### src/rtl/mem_reader_pkg.sv
// Shared types for the burst memory reader.
package mem_reader_pkg;

    typedef enum logic [1:0] {
        ST_IDLE  = 2'd0,
        ST_RUN   = 2'd1,
        ST_DRAIN = 2'd2
    } state_t;

endpackage

### src/rtl/mem_reader.sv
// Burst reader: walks a combinational-read memory from a base address and
// streams the words out over a valid/ready interface.
//
// state    | meaning
// ST_IDLE  | waiting for start_i; captures base and length
// ST_RUN   | words left to fetch; loads whenever the output slot frees up
// ST_DRAIN | final word fetched, waiting for it to be accepted
module mem_reader
    import mem_reader_pkg::*;
#(
    parameter int DWIDTH = 32,
    parameter int AWIDTH = 8
) (
    input  logic              clk_i,
    input  logic              rst_i,
    input  logic              start_i,
    input  logic [AWIDTH-1:0] base_addr_i,
    input  logic [AWIDTH:0]   len_i,
    output logic [AWIDTH-1:0] rd_addr_o,
    input  logic [DWIDTH-1:0] rd_data_i,
    output logic [DWIDTH-1:0] data_o,
    output logic              valid_o,
    input  logic              ready_i,
    output logic              last_o,
    output logic              busy_o,
    output logic              done_o
);

    localparam logic [AWIDTH:0]   CNT_ONE = {{AWIDTH{1'b0}}, 1'b1};
    localparam logic [AWIDTH-1:0] PTR_ONE = {{(AWIDTH-1){1'b0}}, 1'b1};

    state_t              state;
    state_t              state_nxt;
    logic [AWIDTH-1:0]   ptr;
    logic [AWIDTH:0]     remaining;
    logic                load;
    logic                beat;
    logic                accept;

    assign rd_addr_o = ptr;
    assign busy_o    = (state != ST_IDLE);

    always_comb begin
        beat      = valid_o && ready_i;
        load      = (state == ST_RUN) && (remaining != '0) && (!valid_o || ready_i);
        accept    = (state == ST_IDLE) && start_i;
        state_nxt = state;
        case (state)
            ST_IDLE: begin
                if (start_i && (len_i != '0))
                    state_nxt = ST_RUN;
            end
            ST_RUN: begin
                if (beat && last_o)
                    state_nxt = ST_IDLE;
                else if (load && (remaining == CNT_ONE))
                    state_nxt = ST_DRAIN;
            end
            ST_DRAIN: begin
                if (beat && last_o)
                    state_nxt = ST_IDLE;
            end
            default: state_nxt = ST_IDLE;
        endcase
    end

    always_ff @(posedge clk_i or posedge rst_i) begin
        if (rst_i)
            state <= ST_IDLE;
        else
            state <= state_nxt;
    end

    always_ff @(posedge clk_i or posedge rst_i) begin
        if (rst_i) begin
            ptr       <= '0;
            remaining <= '0;
            data_o    <= '0;
            valid_o   <= 1'b0;
            last_o    <= 1'b0;
            done_o    <= 1'b0;
        end else begin
            done_o <= 1'b0;
            if (accept) begin
                ptr       <= base_addr_i;
                remaining <= len_i;
                if (len_i == '0)
                    done_o <= 1'b1;
            end
            // A load refills the slot in the same edge a beat leaves it.
            if (load) begin
                data_o    <= rd_data_i;
                valid_o   <= 1'b1;
                last_o    <= (remaining == CNT_ONE);
                ptr       <= ptr + PTR_ONE;
                remaining <= remaining - CNT_ONE;
            end else if (beat) begin
                valid_o <= 1'b0;
                last_o  <= 1'b0;
            end
            if (beat && last_o)
                done_o <= 1'b1;
        end
    end

endmodule

### config.mk
export PLATFORM = sky130hd
export DESIGN_NAME = mem_reader
export DESIGN_NICKNAME = d
export VERILOG_FILES = /design/src/rtl/mem_reader_pkg.sv /design/src/rtl/mem_reader.sv
export SDC_FILE = /design/constraint.sdc
export NUM_CORES = 1
export LEC_CHECK = 0
export CORE_MARGIN = 4
export CORE_UTILIZATION = 30
export CTS_BUF_LIST = sky130_fd_sc_hd__clkbuf_8
export DETAILED_ROUTE_END_ITERATION = 10
export HOLD_SLACK_MARGIN = 0.08
export PLACE_DENSITY = 0.65
export SYNTH_ARGS = -nofsm -noshare
export SYNTH_HDL_FRONTEND = slang
export SYNTH_SLANG_ARGS = --single-unit
export TNS_END_PERCENT = 30
### constraint.sdc
create_clock -name clk_i -period 2.9 [get_ports clk_i]
set_input_delay 0.435 -clock clk_i [delete_from_list [all_inputs] [get_ports clk_i]]
set_output_delay 0.435 -clock clk_i [all_outputs]
set_load 0.005 [all_outputs]
---- Word-level counts from Yosys, hierarchy flattened ----
Cells that the tools add are included.
storage, ports and cells
  register bits after elaboration ......... 54
  input port bits ......................... 53
  output and inout bits ................... 44
  logic and storage cells ................. 47
cells by class
  $add $sub $neg .......................... 2
  equality and inequality tests ........... 6
  muxes and demuxes ....................... 15
  reductions and logical operators ........ 17
operators by type and width
  kind                   number
  $mux W9                2
  $reduce_bool A9 Y1     2
  $mux W8                2
  $eq A9 B1 Y1 const B   1
  $logic_not A9 Y1       1
  $sub A9 B1 Y9 const B  1
  $add A8 B1 Y8 const B  1
  $mux W2                4
  $logic_and A1 B1 Y1    7
  $mux W1                6
  $pmux W2 S3            1
  $reduce_bool A2 Y1     3
  $ne A3 B1 Y1 const B   1
  $reduce_and A3 Y1      1
  $eq A2 B1 Y1 const B   1
  $eq A2 B2 Y1 const B   1
  $logic_not A2 Y1       1
  $ne A2 B1 Y1 const B   1
  $ne A2 B2 Y1 const B   1
  $logic_not A1 Y1       1
  $logic_or A1 B1 Y1     1

---- Longest topological paths before layout ----
Gate-level depths: netlist of the first run.
  word-level depth ........................ 7
  mapped depth ............................ 10

---- Least setup slack after synthesis of the first run ----
No wires, ideal clock.
  path type ............................... reg-to-reg
  from .................................... register remaining[0]
  to ...................................... register remaining[2]
  setup time .............................. 126 ps
  arrival time ............................ 1749 ps
  required time ........................... 2774 ps
  slack ................................... 1025 ps
  cell stages (with the launch flop) ...... 8
  path buffers ............................ 0
  clock period less this slack ............ 1875 ps
  cell sequence ........................... dfrtp_1 -> inv_1 -> ha_1 -> nor2b_1 -> and3_1 -> o21ai_1 -> o21ai_0 -> a221o_1
between the ends
  word-level cells in the longest chain between the ends .. 4
  elaborated cells on any way between the ends .. 6
ends and longest elaborated chain
  what                                                                   line              RTL
  from (decl)                                                            mem_reader.sv:35  logic [AWIDTH:0] remaining;
  from (signal assigned)                                                 mem_reader.sv:86  remaining <= len_i;
  from (signal assigned)                                                 mem_reader.sv:96  remaining <= remaining - CNT_ONE;
  parallel branches: the longest is 4 deep, another holds $sub A9 B1 Y9  --
Parallel ways; which one is timed is not known.
A chain may end at the register's enable or synchronous reset.

---- Worst setup path in the final report of the first run ----
  from .................................... register remaining[0]
  to ...................................... register ptr[3], in the netlist rd_addr_o[3]
between the ends
  word-level cells in the longest chain between the ends .. 4
  elaborated cells on any way between the ends .. 5
ends and longest elaborated chain
  what                                           line              RTL
  $reduce_bool A9 Y1 (*)                         mem_reader.sv:45  load = (state == ST_RUN) && (remaining != '0) && (!valid_o || ready_i);
  $logic_and A1 B1 Y1 (*) (2 in a row)           mem_reader.sv:45
  $mux W8 or $reduce_bool A2 Y1 (tied branches)  --
  to (signal assigned)                           mem_reader.sv:85  ptr <= base_addr_i;
  to (signal assigned)                           mem_reader.sv:95  ptr <= ptr + PTR_ONE;
  to (decl)                                      mem_reader.sv:34  logic [AWIDTH-1:0] ptr;
Mark *: on every way between the ends. The rest lies on a longest branch, timed or not.

==> results of run 1 <==
-- state kept, by name (all words and copies together), names as in the netlist --
| register | flops |
|---|---|
| data_o | 32 |
| remaining | 9 |
| rd_addr_o | 8 |
| state | 2 |
| valid_o | 1 |
| last_o | 1 |
| done_o | 1 |
-- cells in the final DEF (no fill, tap or decap), types with 3 or more instances in the layout --
| master | n |
|---|---|
| sky130_fd_sc_hd__inv_1 | 6 |
| sky130_fd_sc_hd__buf_4 | 6 |
| sky130_fd_sc_hd__and3_1 | 4 |
| sky130_fd_sc_hd__a221o_1 | 4 |
| sky130_fd_sc_hd__nor3b_1 | 3 |
| sky130_fd_sc_hd__clkdlybuf4s50_1 | 96 |
| sky130_fd_sc_hd__clkbuf_8 | 5 |
| sky130_fd_sc_hd__dfrtp_1 | 54 |
| sky130_fd_sc_hd__ha_1 | 4 |
| sky130_fd_sc_hd__nand2b_1 | 4 |
| sky130_fd_sc_hd__o21a_1 | 3 |
| sky130_fd_sc_hd__o21ai_0 | 9 |
| sky130_fd_sc_hd__nand3_1 | 9 |
| sky130_fd_sc_hd__o211ai_1 | 4 |
| sky130_fd_sc_hd__nor2_1 | 11 |
| sky130_fd_sc_hd__nand2_1 | 110 |
-- worst register-to-register path, delay by kind of cell, from the launching register on --
kind / cells / cell delay, ns
and+or+nand+nor: 3 / 1.02
buffers and inverters: 1 / 0.13
AOI/OAI and AO/OA: 2 / 0.54
DFF: 1 / 0.41
adders and majority gates: 1 / 0.17
-- worst max path at each step --
stage	start	endpoint	slack, ns	cells past startpoint
final	remaining[0]	rd_addr_o[3]	0.53	7
after global routing	remaining[0]	rd_addr_o[4]	0.30	7
after CTS	remaining[0]	rd_addr_o[3]	0.52	7
after detailed placement	ready_i	rd_addr_o[3]	0.40	6
after global placement	ready_i	rd_addr_o[5]	0.46	6
after floorplan	remaining[0]	remaining[2]	1.03	7
-- cells by family (layout without fill, tap and decap cells) --
kind of cell	Yosys count	after routing	synth area share
multiplexers	1	1	0.00407
adder cells (fa/ha/maj)	4	4	0.0204
flip-flops	54	54	0.550
AND/OR/NAND/NOR	158	158	0.280
AO/OA/AOI/OAI	36	36	0.104
buffers and inverters	20	117	0.0418
-- power by group through the flow --
stage / clock network [mW] / registers [mW] / logic (mW)
CTS: 0.541 / 1.35 / 1.66
global route: 0.564 / 1.40 / 1.81
global placement: 0 / 1.35 / 1.62
detailed placement: 0 / 1.36 / 1.65
finish: 0.523 / 1.35 / 1.63
floorplan: 0 / 1.35 / 0.806
-- area by class of cell --
type                    instances  area share
clock inverters                 3      0.0131
flip-flops and latches         54       0.372
well taps                     102      0.0351
clock buffers                   5      0.0189
repair buffers                102       0.277
inverters                       7     0.00723
multi-input cells             199       0.277
-- routing by layer --
| metal | up-vias | GRT usage | routed length [µm] |
|---|---|---|---|
| li1 | 1098 | - | - |
| met1 | 1055 | 0.178 | 3040 |
| met2 | 87 | 0.216 | 2970 |
| met3 | 9 | 0.0439 | 510 |
| met4 | 0 | 0.0389 | 105 |
| met5 | - | 0 | 0 |
-- synthesized netlist by cell type (all sizes together), types with 3 or more instances --
cell type  number
a221o           4
and3            4
buf             7
clkbuf          6
dfrtp          54
ha              4
inv             7
nand2         110
nand2b          4
nand3           9
nor2           12
nor3b           3
o211ai          4
o21a            3
o21ai          11
-- per-stage QoR --
stage / setup slack (ns) / cell area, µm²
2_1_floorplan: 1.03 / 2460
3_3_place_gp: 0.460 / 3520
3_5_place_dp: 0.404 / 3520
4_1_cts: 0.523 / 3630
5_1_grt: 0.301 / 3630
6_report: 0.530 / 3630
==> flow_summary.html, run 1 <==
<table>
<tr><th>Metric</th><th>Value</th></tr>
<tr><th colspan="2">Power</th></tr>
<tr><td>Power per unit of standard cell area</td><td>964 mW/mm²</td></tr>
<tr><td>Portion of total power attributed to sequential cells</td><td>0.385</td></tr>
<tr><td>Part of the power in combinational logic</td><td>0.465</td></tr>
<tr><td>Power Internal</td><td>2.24 mW</td></tr>
<tr><td>Peak supply drop</td><td>0.000399 V</td></tr>
<tr><td>Share of power burned in the clock network</td><td>0.149</td></tr>
<tr><td>Leak</td><td>1.67 nW</td></tr>
<tr><td>Switching power of the nets</td><td>1.26 mW</td></tr>
<tr><td>Final total power</td><td>3.50 mW</td></tr>
<tr><td>Net Sw Frac</td><td>0.359</td></tr>
<tr><th colspan="2">Critical path</th></tr>
<tr><td>Library cell contributing the largest single delay on the critical path</td><td>sky130_fd_sc_hd__or2_2</td></tr>
<tr><td>Reg-to-Reg Start</td><td>remaining[0]</td></tr>
<tr><td>Type of element launching the critical path</td><td>flip-flop</td></tr>
<tr><td>Bufs and invs on worst path</td><td>1</td></tr>
<tr><td>Critical setup path kind</td><td>flip-flop to flip-flop</td></tr>
<tr><td>Critical Path Sink Type</td><td>flip-flop</td></tr>
<tr><td>Worst R2R Path Depth</td><td>7</td></tr>
<tr><td>Peak per-stage delay on the critical path</td><td>0.58 ns</td></tr>
<tr><td>Critical path, cell by cell</td><td>inv_1 -&gt; ha_1 -&gt; nor2b_1 -&gt; and3_1 -&gt; or2_2 -&gt; o21ai_0 -&gt; a221o_1</td></tr>
<tr><td>Required time at the worst-slack endpoint</td><td>3.10 ns</td></tr>
<tr><td>Slack of the worst reg-to-reg path</td><td>0.53 ns</td></tr>
<tr><td>Crit path DAT</td><td>2.57 ns</td></tr>
<tr><td>Largest fanout on the critical path</td><td>37</td></tr>
<tr><td>Crit-path leading delay family</td><td>simple AND/OR/NAND/NOR gates</td></tr>
<tr><td>Capture point of the worst reg-to-reg path</td><td>rd_addr_o[3]</td></tr>
<tr><th colspan="2">Logic synthesis</th></tr>
<tr><td>FFs w/ async S/R, synth</td><td>1.00</td></tr>
<tr><td>Post-synthesis sequential area ratio</td><td>0.550</td></tr>
<tr><td>Synthesized area per cell</td><td>9.00 µm²</td></tr>
<tr><td>Number of synthesized register bits</td><td>between 50 and 60</td></tr>
<tr><td>Gate Count Post-Synth</td><td>273</td></tr>
<tr><td>Number of different library cells in the post-synthesis netlist</td><td>42</td></tr>
<tr><td>Largest cells by area after synthesis</td><td>sky130_fd_sc_hd__dfrtp_1, sky130_fd_sc_hd__nand2_1, sky130_fd_sc_hd__ha_1</td></tr>
<tr><td>Top cell type's share of synthesized area</td><td>0.550</td></tr>
<tr><td>Most frequently used flop master after synthesis</td><td>sky130_fd_sc_hd__dfrtp_1</td></tr>
<tr><td>Number of enable flip-flop cells after synthesis</td><td>0</td></tr>
<tr><td>Combined area of all synthesized cells</td><td>0.00246 mm²</td></tr>
<tr><td>Cell type contributing the most total cell area after synthesis</td><td>sky130_fd_sc_hd__dfrtp_1</td></tr>
<tr><td>Count of warnings emitted by yosys</td><td>0</td></tr>
<tr><td>Syn Nets</td><td>330</td></tr>
<tr><th colspan="2">Place</th></tr>
<tr><td>Port bufs</td><td>96</td></tr>
<tr><td>Global placer's final weighted congestion</td><td>about 0.78</td></tr>
<tr><td>Placed instance count</td><td>464</td></tr>
<tr><td>Detailed placer's ending HPWL</td><td>4890 µm</td></tr>
<tr><th colspan="2">Route</th></tr>
<tr><td>Routed wirelength normalized by instance count</td><td>14.0 µm</td></tr>
<tr><td>Detail Route Antenna Nets</td><td>0</td></tr>
<tr><td>Detail-routed via count per cell</td><td>4.76</td></tr>
<tr><td>Initial detailed-routing violation count</td><td>104</td></tr>
<tr><td>Vias</td><td>2249</td></tr>
<tr><td>Residual DRC count</td><td>0</td></tr>
<tr><td>Post-detailed-routing wire length</td><td>6620 µm</td></tr>
<tr><td>Number of search-and-repair iterations in the first detailed-routing pass</td><td>4</td></tr>
<tr><th colspan="2">Cells and area</th></tr>
<tr><td># nets final</td><td>426</td></tr>
<tr><td>FF+latch area</td><td>about 0.0014 mm²</td></tr>
<tr><td>Share of final-layout standard cells stronger than drive strength 1</td><td>0.0514</td></tr>
<tr><td>Number of inserted filler cells in the final layout</td><td>767</td></tr>
<tr><td>P&amp;R area growth vs syn</td><td>47.9%</td></tr>
<tr><td>Antenna diode count</td><td>0</td></tr>
<tr><td>Area of combinational cells with multiple inputs</td><td>0.00101 mm²</td></tr>
<tr><td>Layout Utilization</td><td>0.463</td></tr>
<tr><td>Finished Layout Cells</td><td>approximately 470</td></tr>
<tr><th colspan="2">Global routing</th></tr>
<tr><td>Global-route wire length before repair</td><td>approximately 11000 µm</td></tr>
<tr><td>Gr usage total</td><td>0.136</td></tr>
<tr><td>Sum of overflow across all layers after global routing</td><td>0</td></tr>
<tr><td>Number of antenna violations at the first check in global routing</td><td>0</td></tr>
<tr><td>Pin count of the biggest net entering global routing</td><td>38</td></tr>
<tr><td>Via count of the first global-routing pass</td><td>2247</td></tr>
<tr><th colspan="2">Die</th></tr>
<tr><td>Vertical die dimension</td><td>98.5 µm</td></tr>
<tr><td>Floorplan row count</td><td>32</td></tr>
<tr><td>Die boundary width</td><td>98.5 µm</td></tr>
<tr><td>Num ports</td><td>97</td></tr>
<tr><td>Initial standard-cell utilization of the core</td><td>0.313</td></tr>
<tr><td>Placeable Area</td><td>0.00785 mm²</td></tr>
<tr><td>Floorplan die area</td><td>~0.0097 mm²</td></tr>
<tr><th colspan="2">Clocking</th></tr>
<tr><td>Post-CTS Hold Buffers</td><td>0</td></tr>
<tr><td>Clock slew seen by the registers of the worst setup and hold paths</td><td>0.11 ns</td></tr>
<tr><td>Latest clock arrival within the worst-skew pair</td><td>0.31 ns</td></tr>
<tr><td>Number of sinks driven by the clock tree</td><td>54</td></tr>
<tr><td>Max Root-Sink Buffers</td><td>2</td></tr>
<tr><td>Number of H-tree levels</td><td>2</td></tr>
<tr><td>Clock tree from TritonCTS</td><td>yes</td></tr>
<tr><td>Number of instances resized during post-cts repair</td><td>0</td></tr>
<tr><td>Clock tree root driver cell</td><td>sky130_fd_sc_hd__clkbuf_8</td></tr>
<tr><td>CTS Buf Count</td><td>5</td></tr>
<tr><td>Post-CTS Setup Bufs</td><td>0</td></tr>
<tr><th colspan="2">Timing</th></tr>
<tr><td>Final min period</td><td>2.37 ns</td></tr>
<tr><td>Slew headroom</td><td>0.547</td></tr>
<tr><td>Total count of max-transition violations in the final report</td><td>0</td></tr>
<tr><td>Final setup vio count</td><td>0</td></tr>
<tr><td>Setup TNS</td><td>0 ns</td></tr>
<tr><td>Transition time at the pin with the least slew margin</td><td>0.680 ns</td></tr>
<tr><td>Fin. Hold Viols</td><td>0</td></tr>
<tr><td>Maximum clock frequency</td><td>422 MHz</td></tr>
<tr><td>Setup skew after layout</td><td>0.0124 ns</td></tr>
<tr><td>Tcrit/Tclk final</td><td>0.817</td></tr>
<tr><td>Worst Hold Slack</td><td>0.391 ns</td></tr>
<tr><td>Unrepaired setup endpoints after global routing</td><td>false</td></tr>
<tr><th colspan="2">Status</th></tr>
<tr><td>Outcome</td><td>complete, no violations</td></tr>
<tr><th colspan="2">Worst hold path</th></tr>
<tr><td>Type of the worst min-delay path</td><td>primary input to asynchronous set/reset pin</td></tr>
<tr><th colspan="2">Flow run</th></tr>
<tr><td>Total of max-cap violations</td><td>0</td></tr>
</table>
No activity file was read; power rests on OpenSTA's default activity.
==> run 2, diff against run 1 <==
--- a/config.mk
+++ b/config.mk
@@ -10,7 +10,7 @@
 export CTS_BUF_LIST = sky130_fd_sc_hd__clkbuf_8
 export DETAILED_ROUTE_END_ITERATION = 10
 export HOLD_SLACK_MARGIN = 0.08
-export PLACE_DENSITY = 0.65
+export PLACE_DENSITY = 0.67
 export SYNTH_ARGS = -nofsm -noshare
 export SYNTH_HDL_FRONTEND = slang
 export SYNTH_SLANG_ARGS = --single-unit
==> constraint.sdc (replaced) <==
create_clock -name clk_i -period 2.15 [get_ports clk_i]
set_input_delay 0.3225 -clock clk_i [delete_from_list [all_inputs] [get_ports clk_i]]
set_output_delay 0.3225 -clock clk_i [all_outputs]
set_load 0.005 [all_outputs]
==> flow_summary.html, run 2 (synthesis results as in run 1) <==
<table>
<tr><th>Metric</th><th>Value</th></tr>
<tr><th colspan="2">Status</th></tr>
<tr><td>Outcome</td><td>complete, no violations</td></tr>
<tr><th colspan="2">Timing</th></tr>
<tr><td>Tcrit/Tclk final</td><td>0.946 (+0.129)</td></tr>
<tr><td>Fin. Hold Viols</td><td>0 (unchanged)</td></tr>
<tr><td>Setup skew after layout</td><td>0.0108 ns (-0.00166 ns)</td></tr>
<tr><td>Worst Hold Slack</td><td>0.371 ns (-0.0209 ns)</td></tr>
<tr><td>Unrepaired setup endpoints after global routing</td><td>false</td></tr>
<tr><td>Slew headroom</td><td>0.622 (+0.0757)</td></tr>
<tr><td>Smallest setup slack after layout</td><td>0.116 ns (-0.414 ns)</td></tr>
<tr><td>Final min period</td><td>2.03 ns (-0.336 ns)</td></tr>
<tr><td>Final setup vio count</td><td>0 (unchanged)</td></tr>
<tr><td>Setup TNS</td><td>0 ns (unchanged)</td></tr>
<tr><td>Transition time at the pin with the least slew margin</td><td>0.567 ns (-0.114 ns)</td></tr>
<tr><td>Total count of max-transition violations in the final report</td><td>0 (unchanged)</td></tr>
<tr><td>Maximum clock frequency</td><td>492 MHz (+17%)</td></tr>
<tr><th colspan="2">Cells and area</th></tr>
<tr><td># nets final</td><td>430 (+0.94%)</td></tr>
<tr><td>Largest register FFs</td><td>32 (unchanged)</td></tr>
<tr><td>Antenna diode count</td><td>0 (unchanged)</td></tr>
<tr><td>Finished Layout Cells</td><td>476 (+0.85%)</td></tr>
<tr><td>Share of final-layout standard cells stronger than drive strength 1</td><td>0.0642 (+0.0128)</td></tr>
<tr><td>Top register by number of flip-flops</td><td>data_o</td></tr>
<tr><td>Most common cell after layout, fill and taps aside</td><td>sky130_fd_sc_hd__nand2_1</td></tr>
<tr><td>Most frequent cells in the layout</td><td>sky130_fd_sc_hd__nand2_1, sky130_fd_sc_hd__clkdlybuf4s50_1, sky130_fd_sc_hd__dfrtp_1, sky130_fd_sc_hd__nor2_1</td></tr>
<tr><td>P&amp;R area growth vs syn</td><td>49.0%</td></tr>
<tr><th colspan="2">Clocking</th></tr>
<tr><td>Post-CTS Setup Bufs</td><td>0 (unchanged)</td></tr>
<tr><td>Number of H-tree levels</td><td>2 (unchanged)</td></tr>
<tr><td>Latest clock arrival within the worst-skew pair</td><td>0.31 ns (about the same)</td></tr>
<tr><td>CTS Buf Count</td><td>5 (unchanged)</td></tr>
<tr><td>Clock tree root driver cell</td><td>sky130_fd_sc_hd__clkbuf_8</td></tr>
<tr><td>Clock slew seen by the registers of the worst setup and hold paths</td><td>0.10 ns (about the same)</td></tr>
<tr><td>Clock tree from TritonCTS</td><td>yes</td></tr>
<tr><td>Post-CTS Hold Buffers</td><td>0 (unchanged)</td></tr>
<tr><td>Max Root-Sink Buffers</td><td>2 (unchanged)</td></tr>
<tr><td>Number of sinks driven by the clock tree</td><td>54 (unchanged)</td></tr>
<tr><th colspan="2">Critical path</th></tr>
<tr><td>Critical setup path kind</td><td>flip-flop to flip-flop</td></tr>
<tr><td>Crit path DAT</td><td>2.24 ns (-0.33 ns)</td></tr>
<tr><td>Reg-to-Reg Start</td><td>remaining[0]</td></tr>
<tr><td>Largest fanout on the critical path</td><td>14 (-62%)</td></tr>
<tr><td>Critical Path Sink Type</td><td>flip-flop</td></tr>
<tr><td>Peak per-stage delay on the critical path</td><td>0.39 ns (-0.19 ns)</td></tr>
<tr><td>Slack of the worst reg-to-reg path</td><td>0.12 ns (-0.41 ns)</td></tr>
<tr><td>Required time at the worst-slack endpoint</td><td>2.36 ns (-0.74 ns)</td></tr>
<tr><td>Capture point of the worst reg-to-reg path</td><td>data_o[23]</td></tr>
<tr><td>Critical path, cell by cell</td><td>inv_1 -&gt; ha_1 -&gt; nor2b_2 -&gt; and3_2 -&gt; or2_2 -&gt; buf_4 -&gt; buf_4 -&gt; nand2_1 -&gt; nand2_1</td></tr>
<tr><td>Library cell contributing the largest single delay on the critical path</td><td>sky130_fd_sc_hd__dfrtp_1</td></tr>
<tr><td>Worst R2R Path Depth</td><td>9 (+2)</td></tr>
<tr><td>Type of element launching the critical path</td><td>flip-flop</td></tr>
<tr><td>Worst setup path startpoint</td><td>remaining[0]</td></tr>
<tr><th colspan="2">Power</th></tr>
<tr><td>Power per unit of standard cell area</td><td>1270 mW/mm² (+32%)</td></tr>
<tr><td>Peak supply drop</td><td>0.000518 V (+30%)</td></tr>
<tr><td>Leak</td><td>1.69 nW (+1.1%)</td></tr>
<tr><th colspan="2">Route</th></tr>
<tr><td>Vias</td><td>2218 (-1.4%)</td></tr>
<tr><td>Post-detailed-routing wire length</td><td>6460 µm (-2.5%)</td></tr>
<tr><td>Detail Route Antenna Nets</td><td>0 (unchanged)</td></tr>
<tr><td>Residual DRC count</td><td>0 (unchanged)</td></tr>
<tr><td>Routed wirelength normalized by instance count</td><td>13.6 µm (-3.3%)</td></tr>
<tr><td>Number of search-and-repair iterations in the first detailed-routing pass</td><td>4 (unchanged)</td></tr>
<tr><td>Detail-routed via count per cell</td><td>4.66 (-2.2%)</td></tr>
<tr><td>Initial detailed-routing violation count</td><td>138 (+33%)</td></tr>
<tr><th colspan="2">Place</th></tr>
<tr><td>Post-Place Worst Slack</td><td>0.0303 ns (-0.374 ns)</td></tr>
<tr><td>Global placer's final weighted congestion</td><td>0.814 (+3.9%)</td></tr>
<tr><td>Placed instance count</td><td>468 (+0.86%)</td></tr>
<tr><td>Port bufs</td><td>96 (unchanged)</td></tr>
<tr><td>Detailed placer's ending HPWL</td><td>4880 µm (-0.34%)</td></tr>
<tr><th colspan="2">Global routing</th></tr>
<tr><td>Global-route wire length before repair</td><td>10500 µm (-3.7%)</td></tr>
<tr><td>Gr usage total</td><td>0.131 (-0.00476)</td></tr>
<tr><td>Via count of the first global-routing pass</td><td>2112 (-6.0%)</td></tr>
<tr><td>Sum of overflow across all layers after global routing</td><td>0 (unchanged)</td></tr>
<tr><td>Pin count of the biggest net entering global routing</td><td>39 (+2.6%)</td></tr>
<tr><td>Number of antenna violations at the first check in global routing</td><td>0 (unchanged)</td></tr>
<tr><th colspan="2">Die</th></tr>
<tr><td>Floorplan row count</td><td>32 (unchanged)</td></tr>
<tr><td>Initial standard-cell utilization of the core</td><td>0.313 (unchanged)</td></tr>
<tr><td>Floorplan die area</td><td>0.00970 mm² (unchanged)</td></tr>
<tr><td>Vertical die dimension</td><td>98.5 µm (unchanged)</td></tr>
<tr><td>Num ports</td><td>97 (unchanged)</td></tr>
<tr><td>Die boundary width</td><td>98.5 µm (unchanged)</td></tr>
<tr><td>Placeable Area</td><td>0.00785 mm² (unchanged)</td></tr>
<tr><th colspan="2">Flow run</th></tr>
<tr><td>Total of max-cap violations</td><td>0 (unchanged)</td></tr>
<tr><th colspan="2">Worst hold path</th></tr>
<tr><td>Type of the worst min-delay path</td><td>primary input to asynchronous set/reset pin</td></tr>
</table>
-- run 2: cell count changes in the layout (fill, tap and decap cells not counted) --
cell                        before  now
sky130_fd_sc_hd__clkinv_2        0    1
sky130_fd_sc_hd__inv_6           1    0
sky130_fd_sc_hd__inv_1           6    7
sky130_fd_sc_hd__buf_4           6    8
sky130_fd_sc_hd__bufinv_16       1    0
sky130_fd_sc_hd__nor2b_1         2    1
sky130_fd_sc_hd__buf_12          0    2
sky130_fd_sc_hd__nor2b_2         0    1
sky130_fd_sc_hd__and3_2          0    1
sky130_fd_sc_hd__and3_1          4    3
-- run 2: cell type report --
cell class	count	area (µm²)
clock inverter	3	17.5
clock buffer	5	68.8
tap	102	128
inverter	7	26.3
sequential	54	1350
fill	731	4190
multi-input combinational	199	1010
timing repair buffer	106	1060
-- run 2: worst max-delay path: cells and delay by family (launching register included) --
family        cells  cell delay, ns
fa+ha+maj         1            0.22
buf+inv           3            0.48
flops             1            0.39
simple gates      5            0.85
-- run 2: stage by stage --
step / instance area [µm²] / util / power (mW)
global route: 3660 / 0.467 / 5.07
global placement: 3570 / 0.455 / 4.09
CTS: 3660 / 0.466 / 4.73
floorplan: 2460 / - / 2.90
detailed placement: 3570 / 0.455 / 4.16
finish: 3660 / 0.467 / 4.66
-- run 2: what timing repair did --
action                     4_1_cts  5_1_grt
setup endpoints to repair        0        4
resized for setup                0        2
hold endpoints to repair         0        0
-- run 2: routing by layer --
layer / share of wire / global-route usage / up-vias / wire, µm
li1: - / - / 1101 / -
met1: 0.47 / 0.179 / 1043 / 3010
met2: 0.46 / 0.206 / 70 / 2980
met3: 0.063 / 0.0354 / 4 / 405
met4: 0.0098 / 0.0347 / 0 / 63
met5: 0 / 0 / - / 0
-- run 2: report_power, final --
part	total, mW	internal [mW]	switching [mW]
Combinational	2.29	1.28	1.02
Clock	0.554	0.226	0.328
Sequential	1.82	1.48	0.334
-- run 2: worst max-delay path by stage --
stage	end	cells after the start
2_1_floorplan	remaining[2]	7
3_3_place_gp	data_o[11]	8
3_5_place_dp	data_o[23]	8
4_1_cts	rd_addr_o[4]	8
5_1_grt	rd_addr_o[6]	8
6_report	data_o[23]	9
==> run 3, diff against run 2 <==
--- a/config.mk
+++ b/config.mk
@@ -10,7 +10,9 @@
 export CTS_BUF_LIST = sky130_fd_sc_hd__clkbuf_8
 export DETAILED_ROUTE_END_ITERATION = 10
 export HOLD_SLACK_MARGIN = 0.08
+export MAX_ROUTING_LAYER = met4
 export PLACE_DENSITY = 0.67
+export SLEW_MARGIN = 15
 export SYNTH_ARGS = -nofsm -noshare
 export SYNTH_HDL_FRONTEND = slang
 export SYNTH_SLANG_ARGS = --single-unit
==> flow_summary.html, run 3 (synthesis results as in run 1) <==
<table>
<tr><th>Metric</th><th>Value</th></tr>
<tr><th colspan="2">Critical path</th></tr>
<tr><td>Library cell contributing the largest single delay on the critical path</td><td>sky130_fd_sc_hd__dfrtp_1</td></tr>
<tr><td>Required time at the worst-slack endpoint</td><td>2.36 ns (about the same)</td></tr>
<tr><td>Critical path, cell by cell</td><td>inv_1 -&gt; ha_1 -&gt; nor2b_2 -&gt; and3_2 -&gt; or2_2 -&gt; buf_4 -&gt; buf_4 -&gt; nand2_1 -&gt; nand2_1</td></tr>
<tr><td>Largest fanout on the critical path</td><td>14 (unchanged)</td></tr>
<tr><td>Critical Path Sink Type</td><td>flip-flop</td></tr>
<tr><td>Bufs and invs on worst path</td><td>3 (unchanged)</td></tr>
<tr><td>Peak per-stage delay on the critical path</td><td>0.39 ns (about the same)</td></tr>
<tr><td>Critical setup path kind</td><td>flip-flop to flip-flop</td></tr>
<tr><td>Crit path DAT</td><td>2.24 ns (about the same)</td></tr>
<tr><td>Crit-path leading delay family</td><td>simple AND/OR/NAND/NOR gates</td></tr>
<tr><td>Type of element launching the critical path</td><td>flip-flop</td></tr>
<tr><th colspan="2">Cells and area</th></tr>
<tr><td>Area of combinational cells with multiple inputs</td><td>0.00101 mm² (unchanged)</td></tr>
<tr><td>FF+latch area</td><td>0.00135 mm² (unchanged)</td></tr>
<tr><td>Most common cell after layout, fill and taps aside</td><td>sky130_fd_sc_hd__nand2_1</td></tr>
<tr><td>Most frequent cells in the layout</td><td>sky130_fd_sc_hd__nand2_1, sky130_fd_sc_hd__clkdlybuf4s50_1, sky130_fd_sc_hd__dfrtp_1, sky130_fd_sc_hd__nor2_1</td></tr>
<tr><td>Layout Utilization</td><td>0.467 (unchanged)</td></tr>
<tr><td>Final standard cell area without fillers</td><td>0.00366 mm² (unchanged)</td></tr>
<tr><td>Largest register FFs</td><td>32 (unchanged)</td></tr>
<tr><td>P&amp;R area growth vs syn</td><td>49.0% (unchanged)</td></tr>
<tr><td>Number of inserted filler cells in the final layout</td><td>731 (unchanged)</td></tr>
<tr><td>Antenna diode count</td><td>0 (unchanged)</td></tr>
<tr><td>Finished Layout Cells</td><td>476 (unchanged)</td></tr>
<tr><td>Top register by number of flip-flops</td><td>data_o</td></tr>
<tr><td>Share of final-layout standard cells stronger than drive strength 1</td><td>0.0642 (unchanged)</td></tr>
<tr><td># nets final</td><td>430 (unchanged)</td></tr>
<tr><th colspan="2">Place</th></tr>
<tr><td>Global placer's final weighted congestion</td><td>0.826 (+1.5%)</td></tr>
<tr><td>Cell area after placement</td><td>0.00357 mm² (unchanged)</td></tr>
<tr><td>Port bufs</td><td>96 (unchanged)</td></tr>
<tr><td>Detailed placer's ending HPWL</td><td>4880 µm (unchanged)</td></tr>
<tr><td>Placed instance count</td><td>468 (unchanged)</td></tr>
<tr><th colspan="2">Timing</th></tr>
<tr><td>Setup TNS</td><td>0 ns (unchanged)</td></tr>
<tr><td>Total count of max-transition violations in the final report</td><td>0 (unchanged)</td></tr>
<tr><td>Transition time at the pin with the least slew margin</td><td>0.563 ns (-0.00382 ns)</td></tr>
<tr><td>Slew headroom</td><td>0.625 (+0.00255)</td></tr>
<tr><td>Fin. Hold Viols</td><td>0 (unchanged)</td></tr>
<tr><td>Final min period</td><td>2.03 ns (-0.000907 ns)</td></tr>
<tr><td>Unrepaired setup endpoints after global routing</td><td>false</td></tr>
<tr><td>Maximum clock frequency</td><td>492 MHz (about the same)</td></tr>
<tr><td>Tcrit/Tclk final</td><td>0.945 (about the same)</td></tr>
<tr><td>Worst Hold Slack</td><td>0.369 ns (-0.00132 ns)</td></tr>
<tr><td>Setup skew after layout</td><td>0.00974 ns (-0.00102 ns)</td></tr>
<tr><td>Final setup vio count</td><td>0 (unchanged)</td></tr>
<tr><th colspan="2">Route</th></tr>
<tr><td>Detail-routed via count per cell</td><td>4.67 (+0.27%)</td></tr>
<tr><td>Residual DRC count</td><td>0 (unchanged)</td></tr>
<tr><td>Initial detailed-routing violation count</td><td>133 (-3.6%)</td></tr>
<tr><td>Detail Route Antenna Nets</td><td>0 (unchanged)</td></tr>
<tr><td>Vias</td><td>2224 (+0.27%)</td></tr>
<tr><td>Routed wirelength normalized by instance count</td><td>13.5 µm (-0.68%)</td></tr>
<tr><td>Post-detailed-routing wire length</td><td>6420 µm (-0.68%)</td></tr>
<tr><td>Number of search-and-repair iterations in the first detailed-routing pass</td><td>4 (unchanged)</td></tr>
<tr><th colspan="2">Clocking</th></tr>
<tr><td>Number of sinks driven by the clock tree</td><td>54 (unchanged)</td></tr>
<tr><td>CTS Buf Count</td><td>5 (unchanged)</td></tr>
<tr><td>Post-CTS Hold Buffers</td><td>0 (unchanged)</td></tr>
<tr><td>Max Root-Sink Buffers</td><td>2 (unchanged)</td></tr>
<tr><td>Latest clock arrival within the worst-skew pair</td><td>0.30 ns (about the same)</td></tr>
<tr><td>Clock slew seen by the registers of the worst setup and hold paths</td><td>0.10 ns (about the same)</td></tr>
<tr><td>Clock tree root driver cell</td><td>sky130_fd_sc_hd__clkbuf_8</td></tr>
<tr><td>Number of H-tree levels</td><td>2 (unchanged)</td></tr>
<tr><td>Clock tree from TritonCTS</td><td>yes</td></tr>
<tr><th colspan="2">Die</th></tr>
<tr><td>Floorplan die area</td><td>0.00970 mm² (unchanged)</td></tr>
<tr><td>Die boundary width</td><td>98.5 µm (unchanged)</td></tr>
<tr><td>Vertical die dimension</td><td>98.5 µm (unchanged)</td></tr>
<tr><td>Floorplan row count</td><td>32 (unchanged)</td></tr>
<tr><td>Initial standard-cell utilization of the core</td><td>0.313 (unchanged)</td></tr>
<tr><td>Placeable Area</td><td>0.00785 mm² (unchanged)</td></tr>
<tr><td>Num ports</td><td>97 (unchanged)</td></tr>
<tr><th colspan="2">Global routing</th></tr>
<tr><td>Gr usage total</td><td>0.135 (+0.00361)</td></tr>
<tr><td>Pin count of the biggest net entering global routing</td><td>39 (unchanged)</td></tr>
<tr><td>Global-route wire length before repair</td><td>10500 µm (-0.12%)</td></tr>
<tr><td>Sum of overflow across all layers after global routing</td><td>0 (unchanged)</td></tr>
<tr><td>Via count of the first global-routing pass</td><td>2123 (+0.52%)</td></tr>
<tr><td>Number of antenna violations at the first check in global routing</td><td>0 (unchanged)</td></tr>
<tr><th colspan="2">Status</th></tr>
<tr><td>Outcome</td><td>complete, no violations</td></tr>
<tr><th colspan="2">Flow run</th></tr>
<tr><td>Total of max-cap violations</td><td>0 (unchanged)</td></tr>
<tr><th colspan="2">Worst hold path</th></tr>
<tr><td>Type of the worst min-delay path</td><td>primary input to asynchronous set/reset pin</td></tr>
<tr><th colspan="2">Power</th></tr>
<tr><td>Peak supply drop</td><td>0.000518 V (about the same)</td></tr>
<tr><td>Leak</td><td>1.69 nW (unchanged)</td></tr>
<tr><td>Power per unit of standard cell area</td><td>1270 mW/mm² (-0.13%)</td></tr>
</table>
[run 3: metal layers]
metal | routed length [µm] | global-route usage | vias to the layer above
met2 | 3040 | 0.207 | 72
met3 | 336 | 0.0283 | 4
met4 | 51 | 0.0347 | 0
met1 | 2990 | 0.182 | 1047
li1 | - | - | 1101
met5 | 0 | - | -
[run 3: worst paths after layout]
check	from	end	slack [ns]	depth (start not counted)
max	remaining[0]	data_o[23]	0.12	9
min	rst_i	data_o[9]	0.37	2
max reg2reg	remaining[0]	data_o[23]	0.12	9
min reg2reg	data_o[1]	data_o[1]	0.48	2
max in group asynchronous	rst_i	rd_addr_o[7]	1.22	3
min in group clk_i	data_o[1]	data_o[1]	0.48	2
[run 3: metrics by stage]
step | total power, mW | worst slack [ns]
after floorplan | 2.90 | 0.275
after global placement | 4.09 | 0.0849
after detailed placement | 4.16 | 0.0303
after CTS | 4.73 | 0.0675
after global routing | 5.07 | 0.000830
final | 4.66 | 0.117
[run 3: layout make-up]
class                   instances  share of cell area
multi-input cells             199               0.276
inverters                       7             0.00717
flip-flops and latches         54               0.369
clock buffers                   5              0.0188
repair buffers                106               0.290
clock inverters                 3             0.00478
well taps                     102              0.0348
[run 3: what timing repair did]
item,4_1_cts,5_1_grt
buffers inserted,0,0
resized for setup,0,2
endpoints found under the hold margin,0,0
setup endpoints to repair,0,4
[run 3: worst reg2reg max path, delay by kind of cell, from the launching register on]
family / cells / cell delay, ns
simple gates: 5 / 0.86
flops: 1 / 0.39
fa+ha+maj: 1 / 0.22
buf+inv: 3 / 0.48
[run 3: power breakdown]
group | internal (mW) | switching [mW] | total (mW)
Sequential | 1.48 | 0.335 | 1.82
Clock | 0.226 | 0.326 | 0.552
Combinational | 1.28 | 1.01 | 2.29
